===== src/rtl/tank_shell.sv =====
// Per-player shell controller: spawns a shell from the tank centre on a fire
// press, advances it one step per frame, and retires it on the screen edge,
// a wall tile or the enemy tank, followed by a fixed reload cooldown.
//
//   state      | meaning
//   -----------+----------------------------------------------------------
//   S_IDLE     | no shell in flight; a fire edge spawns one
//   S_FLY      | shell moving along shot_dir_q; checks edge/enemy/wall
//   S_COOLDOWN | shell retired; cool_cnt counts down to 0, then S_IDLE
module tank_shell #(
    parameter logic [9:0] SHELL_STEP      = 10'd4,
    parameter logic [9:0] SHELL_SIZE      = 10'd8,
    parameter logic [9:0] TANK_SIZE       = 10'd32,
    parameter logic [5:0] COOLDOWN_FRAMES = 6'd30,
    parameter logic [9:0] SCREEN_W        = 10'd640,
    parameter logic [9:0] SCREEN_H        = 10'd480
) (
    input  logic       frame_clk,
    input  logic       Reset,
    input  logic       player,
    input  logic [7:0] keycode,
    input  logic [9:0] TankX,
    input  logic [9:0] TankY,
    input  logic [9:0] EnemyX,
    input  logic [9:0] EnemyY,
    input  logic       TileSolid,
    output logic [8:0] TileIdx,
    output logic [9:0] ShellX,
    output logic [9:0] ShellY,
    output logic       ShellActive,
    output logic       Hit
);

    typedef enum logic [1:0] {S_IDLE, S_FLY, S_COOLDOWN} state_t;
    typedef enum logic [1:0] {D_UP, D_DOWN, D_LEFT, D_RIGHT} dir_t;

    localparam logic [7:0] P1_UP    = 8'h1A;
    localparam logic [7:0] P1_DOWN  = 8'h16;
    localparam logic [7:0] P1_LEFT  = 8'h04;
    localparam logic [7:0] P1_RIGHT = 8'h07;
    localparam logic [7:0] P1_FIRE  = 8'h2C;
    localparam logic [7:0] P2_UP    = 8'h52;
    localparam logic [7:0] P2_DOWN  = 8'h51;
    localparam logic [7:0] P2_LEFT  = 8'h4F;
    localparam logic [7:0] P2_RIGHT = 8'h50;
    localparam logic [7:0] P2_FIRE  = 8'h28;

    // Shell spawns centred on the tank; its centre point is used for map/hit.
    localparam logic [9:0] SPAWN_OFS  = (TANK_SIZE - SHELL_SIZE) >> 1;
    localparam logic [9:0] SHELL_HALF = SHELL_SIZE >> 1;
    localparam logic [9:0] X_MAX      = SCREEN_W - SHELL_SIZE;
    localparam logic [9:0] Y_MAX      = SCREEN_H - SHELL_SIZE;

    state_t     state_q, state_d;
    dir_t       dir_q, dir_d, shot_dir_q;
    logic       fire, fire_prev, fire_edge;
    logic [5:0] cool_cnt;
    logic [9:0] cand_x, cand_y, cx, cy;
    logic       oob, enemy_hit;
    logic       spawn, move, stop, hit_now;
    logic [10:0] enemy_x_hi, enemy_y_hi;

    // Direction decode from the player's key map; unknown keys hold direction.
    always_comb begin
        dir_d = dir_q;
        if (player) begin
            case (keycode)
                P1_UP:    dir_d = D_UP;
                P1_DOWN:  dir_d = D_DOWN;
                P1_LEFT:  dir_d = D_LEFT;
                P1_RIGHT: dir_d = D_RIGHT;
                default:  dir_d = dir_q;
            endcase
        end else begin
            case (keycode)
                P2_UP:    dir_d = D_UP;
                P2_DOWN:  dir_d = D_DOWN;
                P2_LEFT:  dir_d = D_LEFT;
                P2_RIGHT: dir_d = D_RIGHT;
                default:  dir_d = dir_q;
            endcase
        end
    end

    assign fire      = (keycode == (player ? P1_FIRE : P2_FIRE));
    assign fire_edge = fire & ~fire_prev;

    // Candidate next position and edge test; LEFT/UP test before subtracting
    // so the 10-bit position can never wrap.
    always_comb begin
        cand_x = ShellX;
        cand_y = ShellY;
        oob    = 1'b0;
        case (shot_dir_q)
            D_UP: begin
                cand_y = ShellY - SHELL_STEP;
                oob    = (ShellY < SHELL_STEP);
            end
            D_DOWN: begin
                cand_y = ShellY + SHELL_STEP;
                oob    = (cand_y > Y_MAX);
            end
            D_LEFT: begin
                cand_x = ShellX - SHELL_STEP;
                oob    = (ShellX < SHELL_STEP);
            end
            default: begin
                cand_x = ShellX + SHELL_STEP;
                oob    = (cand_x > X_MAX);
            end
        endcase
    end

    assign cx = cand_x + SHELL_HALF;
    assign cy = cand_y + SHELL_HALF;

    // Hit box upper bounds in 11 bits so an enemy near the edge cannot wrap.
    assign enemy_x_hi = {1'b0, EnemyX} + {1'b0, TANK_SIZE} - 11'd1;
    assign enemy_y_hi = {1'b0, EnemyY} + {1'b0, TANK_SIZE} - 11'd1;
    assign enemy_hit  = (cx >= EnemyX) && ({1'b0, cx} <= enemy_x_hi) &&
                        (cy >= EnemyY) && ({1'b0, cy} <= enemy_y_hi);

    // Map query for the tile holding the candidate centre (20 tiles per row).
    always_comb begin
        TileIdx = 9'd0;
        if (state_q == S_FLY && !oob) begin
            TileIdx = ({4'd0, cy[9:5]} * 9'd20) + {4'd0, cx[9:5]};
        end
    end

    // Next-state and per-cycle actions; edge beats enemy beats wall.
    always_comb begin
        state_d = state_q;
        spawn   = 1'b0;
        move    = 1'b0;
        stop    = 1'b0;
        hit_now = 1'b0;
        case (state_q)
            S_IDLE: begin
                if (fire_edge) begin
                    spawn   = 1'b1;
                    state_d = S_FLY;
                end
            end
            S_FLY: begin
                if (oob) begin
                    stop    = 1'b1;
                    state_d = S_COOLDOWN;
                end else if (enemy_hit) begin
                    stop    = 1'b1;
                    hit_now = 1'b1;
                    state_d = S_COOLDOWN;
                end else if (TileSolid) begin
                    stop    = 1'b1;
                    state_d = S_COOLDOWN;
                end else begin
                    move = 1'b1;
                end
            end
            S_COOLDOWN: begin
                if (cool_cnt == 6'd0) begin
                    state_d = S_IDLE;
                end
            end
            default: state_d = S_IDLE;
        endcase
    end

    // State register.
    always_ff @(posedge frame_clk) begin
        if (Reset) begin
            state_q <= S_IDLE;
        end else begin
            state_q <= state_d;
        end
    end

    // Shell datapath, direction latches, fire history and cooldown timer.
    always_ff @(posedge frame_clk) begin
        if (Reset) begin
            dir_q       <= player ? D_UP : D_DOWN;
            shot_dir_q  <= player ? D_UP : D_DOWN;
            fire_prev   <= 1'b0;
            ShellX      <= 10'd0;
            ShellY      <= 10'd0;
            ShellActive <= 1'b0;
            Hit         <= 1'b0;
            cool_cnt    <= 6'd0;
        end else begin
            dir_q     <= dir_d;
            fire_prev <= fire;
            Hit       <= hit_now;
            if (spawn) begin
                ShellX      <= TankX + SPAWN_OFS;
                ShellY      <= TankY + SPAWN_OFS;
                ShellActive <= 1'b1;
                shot_dir_q  <= dir_q;
            end
            if (move) begin
                ShellX <= cand_x;
                ShellY <= cand_y;
            end
            if (stop) begin
                ShellActive <= 1'b0;
                cool_cnt    <= COOLDOWN_FRAMES - 6'd1;
            end else if (state_q == S_COOLDOWN && cool_cnt != 6'd0) begin
                cool_cnt <= cool_cnt - 6'd1;
            end
        end
    end

endmodule


===== config.mk =====
export PLATFORM = sky130hd
export DESIGN_NAME = tank_shell
export DESIGN_NICKNAME = d
export VERILOG_FILES = /design/src/rtl/tank_shell.sv
export SDC_FILE = /design/constraint.sdc
export NUM_CORES = 1
export LEC_CHECK = 0
export ABC_AREA = 1
export ABC_CLOCK_PERIOD_IN_PS = 9700
export BUFFER_PORTS_ARGS = -buffer_cell sky130_fd_sc_hd__clkbuf_2
export CORE_MARGIN = 2
export CORE_UTILIZATION = 45
export CTS_BUF_LIST = sky130_fd_sc_hd__clkbuf_8 sky130_fd_sc_hd__clkbuf_16
export DETAILED_ROUTE_END_ITERATION = 6
export PLACE_DENSITY = 0.66
export SLEW_MARGIN = 10
export SYNTH_ARGS = -nofsm -noshare
export SYNTH_HDL_FRONTEND = slang
export SYNTH_SLANG_ARGS = --single-unit

===== constraint.sdc =====
create_clock -name frame_clk -period 9.7 [get_ports frame_clk]
set_input_delay 0.485 -clock frame_clk [delete_from_list [all_inputs] [get_ports frame_clk]]
set_output_delay 0.485 -clock frame_clk [all_outputs]
set_load 0.03 [all_outputs]

-- Yosys cells after proc, flatten, opt, wreduce, memory -nomap -nowiden
Cells that the tools add are included.
- bits in registers: 35
- input bits: 52
- output and inout bits: 31
- word-level logic and storage cells: 107
- add/sub/neg operators: 14
- $mul: 1
- order comparisons: 8
- equality and inequality tests: 17
- mux-type cells: 35
- bitwise gates (word level): 3
- reduce and logical (&&, ||, !) cells: 19
- operators by type and width (cell ; number):
    $add A10 B3 Y10 const B ; 4
    $mux W10 ; 4
    $pmux W10 S2 ; 2
    $eq A8 B7 Y1 const B ; 4
    $add A10 B6 Y11 const B ; 2
    $le A10 B11 Y1 ; 2
    $sub A11 B1 Y11 const B ; 2
    $add A10 B4 Y10 const B ; 2
    $ge A10 B10 Y1 ; 2
    $lt A10 B3 Y1 const B ; 2
    $sub A10 B3 Y10 const B ; 2
    $mux W2 ; 9
    $eq A8 B3 Y1 const B ; 2
    $eq A8 B5 Y1 const B ; 2
    $pmux W2 S4 ; 2
    $mux W1 ; 12
    $reduce_bool A6 Y1 ; 2
    $gt A10 B10 Y1 const B ; 1
    $gt A10 B9 Y1 const B ; 1
    $mux W5 ; 2
    $add A9 B5 Y9 ; 1
    $mux W9 ; 1
    $eq A8 B6 Y1 ; 1
    $mul A5 B3 Y7 const B ; 1
    20 further kinds ; 32

-- Logic depth before layout (Yosys ltp)
- depth in word-level cells: 12
- mapped depth: 30
- gate-level depth less buffers: 29

-- Worst setup path after synthesis
OpenSTA, ideal clock, no wires.
- path kind: register to output
- start point: reg ShellY[2]
- end point: out TileIdx[8]
- arrival time: 3.872 ns
- data required time: 9.215 ns
- path slack: 5.343 ns
- stages on the path, launching flop included: 19
- buffers on the path: 0
- cell sequence: dfxtp_1 > inv_1 > ha_1 > nand2_1 > o221ai_1 > inv_1 > ha_1 > and3_1 > nand3_1 > xnor2_1 > ha_1 > ha_1 > fa_1 > inv_1 > nor2_1 > nand4_1 > nand3_1 > nand2_1 > nor2_1
- cells in the longest elaborated chain, start to end: 6
- elaborated cells on any way between the ends: 12
- those cells by class: add/sub: 4; mul: 1; order compare: 2; mux: 3; reduce/logical: 2
- RTL lines (element ; line ; RTL):
    start: declaration ; 29 ; output logic [9:0] ShellY,
    start signal: assignment ; 195 ; ShellY <= TankY + SPAWN_OFS;
    start signal: assignment ; 201 ; ShellY <= cand_y;
    $add A10 B3 Y10 / $sub A10 B3 Y10 (equally long branches) ; 100, 96 ;
    $pmux W10 S2 / $gt A10 B9 Y1 (equally long branches) ; 94, 101 ;
    $add A10 B3 Y10 / $pmux W1 S3 (equally long branches) ; 115, 94 ;
    $mul A5 B3 Y7 / $logic_not A1 Y1 (equally long branches) ; 127, 126 ;
    $add A9 B5 Y9 / $logic_and A1 B1 Y1 (equally long branches) ; 127, 126 ;
    $mux W9 (*) ; 126 ; if (state_q == S_FLY && !oob) begin
    end: declaration ; 27 ; output logic [8:0] TileIdx,
Every way passes the cells marked *; elsewhere a longest branch is shown, timed or not.

-- Final worst setup path
- start point: reg shot_dir_q[1]
- end point: out TileIdx[8]
- cells in the longest elaborated chain, start to end: 6
- elaborated cells on any way between the ends: 14
- those cells by class: add/sub: 3; mul: 1; eq/ne: 2; mux: 4; reduce/logical: 4
- RTL lines (element ; line ; RTL):
    start: declaration ; 55 ; dir_t dir_q, dir_d, shot_dir_q;
    start signal: assignment ; 182 ; shot_dir_q <= player ? D_UP : D_DOWN;
    start signal: assignment ; 197 ; shot_dir_q <= dir_q;
    $eq A2 B1 Y1 / $logic_not A2 Y1 (equally long branches) ; 94 ; case (shot_dir_q)
    $pmux W10 S2 / $reduce_or A2 Y1 (equally long branches) ; n/a ;
    $add A10 B3 Y10 / $pmux W10 S2 (equally long branches) ; 115, 94 ;
    $mul A5 B3 Y7 / $add A10 B3 Y10 (equally long branches) ; 127, 114 ;
    $add A9 B5 Y9 ; 127 ; TileIdx = ({4'd0, cy[9:5]} * 9'd20) + {4'd0, cx[9:5]};
    $mux W9 (*) ; 126 ;
Marked as above.

==> metrics.txt <==
sw frac=35.8%; initial antenna violation count=0; synthesized cell area=approximately 0.0051 mm2; synth unique cells=46; Setup Crit Path Kind=flop to primary output; Max-Cap Viols=0; Pwr Density=87.5 mW/mm2; # nets final=between 1000 and 1500; syn_nets=between 900 and 1000; Flop pwr share=about 30%; Mapped Avg Cell Area=approximately 6.2 um2; RSZ-0062 raised after global routing=no; most common cell after layout, fill and taps aside=nand2_1; Cell Rows=38; H-tree depth=2; top cell type's share of synthesized area=15.1%; Max clock buf depth=2; hold crit path type=flop to flop; Async SR Flop Fraction=0%; share of cells above drive strength 1=around 17%; CTS sink count=35; main flop type after synthesis=dfxtp_1; largest net degree at the start of global routing=29; DIE WIDTH=between 100 and 150 um; RePlAce Congestion=0.919; core box area=0.0109 mm2; Via density=~5; Design Area, Final=0.00569 mm2; clock network fraction of design power=between 30% and 40%; Routed Antenna Nets=0; clock skew=roughly 14 ps; Pleak=3.07 nW; Diodes inserted=0; post-layout utilization of the core=between 50% and 60%; DRC Markers=0; Iteration-0 DRC Markers=just under 600; M3 GR Usage=2.06%; Psw=approximately 0.18 mW; Slew headroom=a little over two fifths; Seq/Total Area, Yosys=roughly 15%; met2 Usage GRT=between 30% and 40%; Final period util=between 40% and 50%; Syn. warnings=0; Clk Latency, worst-skew pair=around 300 ps; final setup fails=0; gr usage total=between 20% and 30%; hold_buf cts=0; post-route setup slack=just under 5000 ps; total negative slack=0 ps; gr ovfl total=0; endpoint class of the critical path=primary output; VDD IR-drop max=about 84 uV; most frequent cells in the layout=nand2_1 (172), inv_1 (119), nor2_1 (112); max-slew violations=0; fmax=0.211 GHz; number of flops mapped to enable cells by yosys=4; Synth Instances=between 800 and 900; Post-CTS Setup Bufs=0; slew at the pin with the worst max-slew slack=between 800 and 900 ps; hpwl dp=between 10 and 15 mm; vias in the first global route=~4800; Logic pwr share=around 37%; post-CTS resize count=0; Worst EP arrival=about 4300 ps; Starting Density=roughly 46%; Synth area leader=ha_1; Vias=about 5200; Final min period=around 4700 ps; IO Count=83; Post-Place Setup Slack=5320 ps; area delta synth->final=12.6%; outcome=completed; met1 Usage GRT=approximately a third; Placed Area=0.00556 mm2; Setup crit start kind=flop; Synth Register Bits=35; Root Driver=clkbuf_8; Int Power=approximately 0.32 mW; top post-synthesis cells by area=ha_1 (15%), nand2_1 (13%), dfxtp_1 (12%); routed len/inst=~13 um; Die Ht=about 110 um; Top Usage Layer GRT=met2; Critical Path Fanout Max=15; Final Hold Viols=0; WL final=between 10 and 15 mm; die area=approximately 0.012 mm2; Reg clk slew, reported paths=approximately 80 ps; total power=about 0.50 mW; CTS tree=yes; Worst Path Required=a little over 9000 ps; first-pass GRT wire length=approximately 22 mm; CTS buffer count=5; Detailed Routing Iterations Pass 1=5; PortBufs=around 80
worst paths after layout:
kind | from | to | slack [ps] | cells past startpoint
hold reg to reg | ShellActive$_SDFFE_PP0P_ | ShellActive$_SDFFE_PP0P_ | 450 | 2
setup reg to reg | shot_dir_q[1]$_SDFFCE_PP0P_ | ShellY[8]$_SDFFE_PP0P_ | 5470 | 25
hold / removal | ShellActive$_SDFFE_PP0P_ | ShellActive$_SDFFE_PP0P_ | 450 | 2
setup / recovery | shot_dir_q[1]$_SDFFCE_PP0P_ | TileIdx[8] | 4970 | 19
power groups by stage:
stage                     Combinational (mW)  Sequential [mW]  Clock, mW
after floorplan                        0.138            0.154          0
after global placement                 0.183            0.154          0
after detailed placement               0.183            0.154          0
after CTS                              0.184            0.151      0.165
after global routing                   0.217            0.151      0.171
final                                  0.184            0.151      0.163
critical path, cell delays in order, from the launching register on:
cell and delay (ps):
edfxtp_1 690, inv_4 180, nand2_2 180, inv_1 120, and2_1 170, a21oi_1 230, inv_1 90, and3_1 190
nand3_1 90, xnor2_1 220, ha_1 300, ha_1 220, fa_1 500, inv_1 60, nor2_1 150, nand4_1 130
nand3_1 90, nand2_1 50, nor2_1 100, clkbuf_2 210
flip-flops by register name, indices dropped and copies added, names as in the netlist, 2 cells and up:
name,cells
ShellX,10
dir_q,2
cool_cnt,6
shot_dir_q,2
ShellY,10
state_q,2
logic make-up after synthesis:
family	synth area share (%)
adders and majority gates	15.9
AOI/OAI and AO/OA	9.01
buffers and inverters	11.3
xor gates and xnor gates	7.80
DFF	14.7
and+or+nand+nor	41.4
through the flow:
| stage | hold WS (ps) | std cells |
|---|---|---|
| 3_5_place_dp | 440 | 1023 |
| 3_3_place_gp | 441 | 1023 |
| 2_1_floorplan | 492 | 814 |
| 6_report | 454 | 1031 |
| 5_1_grt | 467 | 1031 |
| 4_1_cts | 457 | 1031 |
synthesized netlist by cell type, types with 2 or more instances:
cell and count:
nand2_1 172, inv_1 119, nor2_1 112, ha_1 61
nand3_1 55, nand4_1 36, a21oi_1 35, xor2_1 35
dfxtp_1 31, o21ai_0 28, nor2_2 18, nor3_1 18
xnor2_1 10, nand2_2 8, nand3_2 8, inv_2 7
a21o_1 5, or2_2 5, clkbuf_1 4, edfxtp_1 4
and2_1 3, buf_2 3, buf_4 3, nor2_4 3
nor3_2 3, o211ai_1 3, a31oi_1 2, fa_1 2
nand2_4 2, nand3_4 2, o21ai_1 2
layout make-up:
cell class	count	area (um2)
Clock inverter	3	67.6
Tap cell	140	175
Fill cell	1172	5190
Clock buffer	5	68.8
Timing Repair Buffer	82	410
Sequential cell	35	741
Multi-Input combinational cell	638	3740
Inverter	128	488
metal layers:
| metal | wire length (um) | vias up | share of wire, % |
|---|---|---|---|
| met3 | 703 | 17 | 5.4 |
| met2 | 5660 | 151 | 44 |
| met4 | 167 | 0 | 1.3 |
| met5 | 0 | - | 0 |
| li1 | - | 2793 | - |
| met1 | 6430 | 2242 | 50 |
No activity file was read; power rests on OpenSTA's default activity.
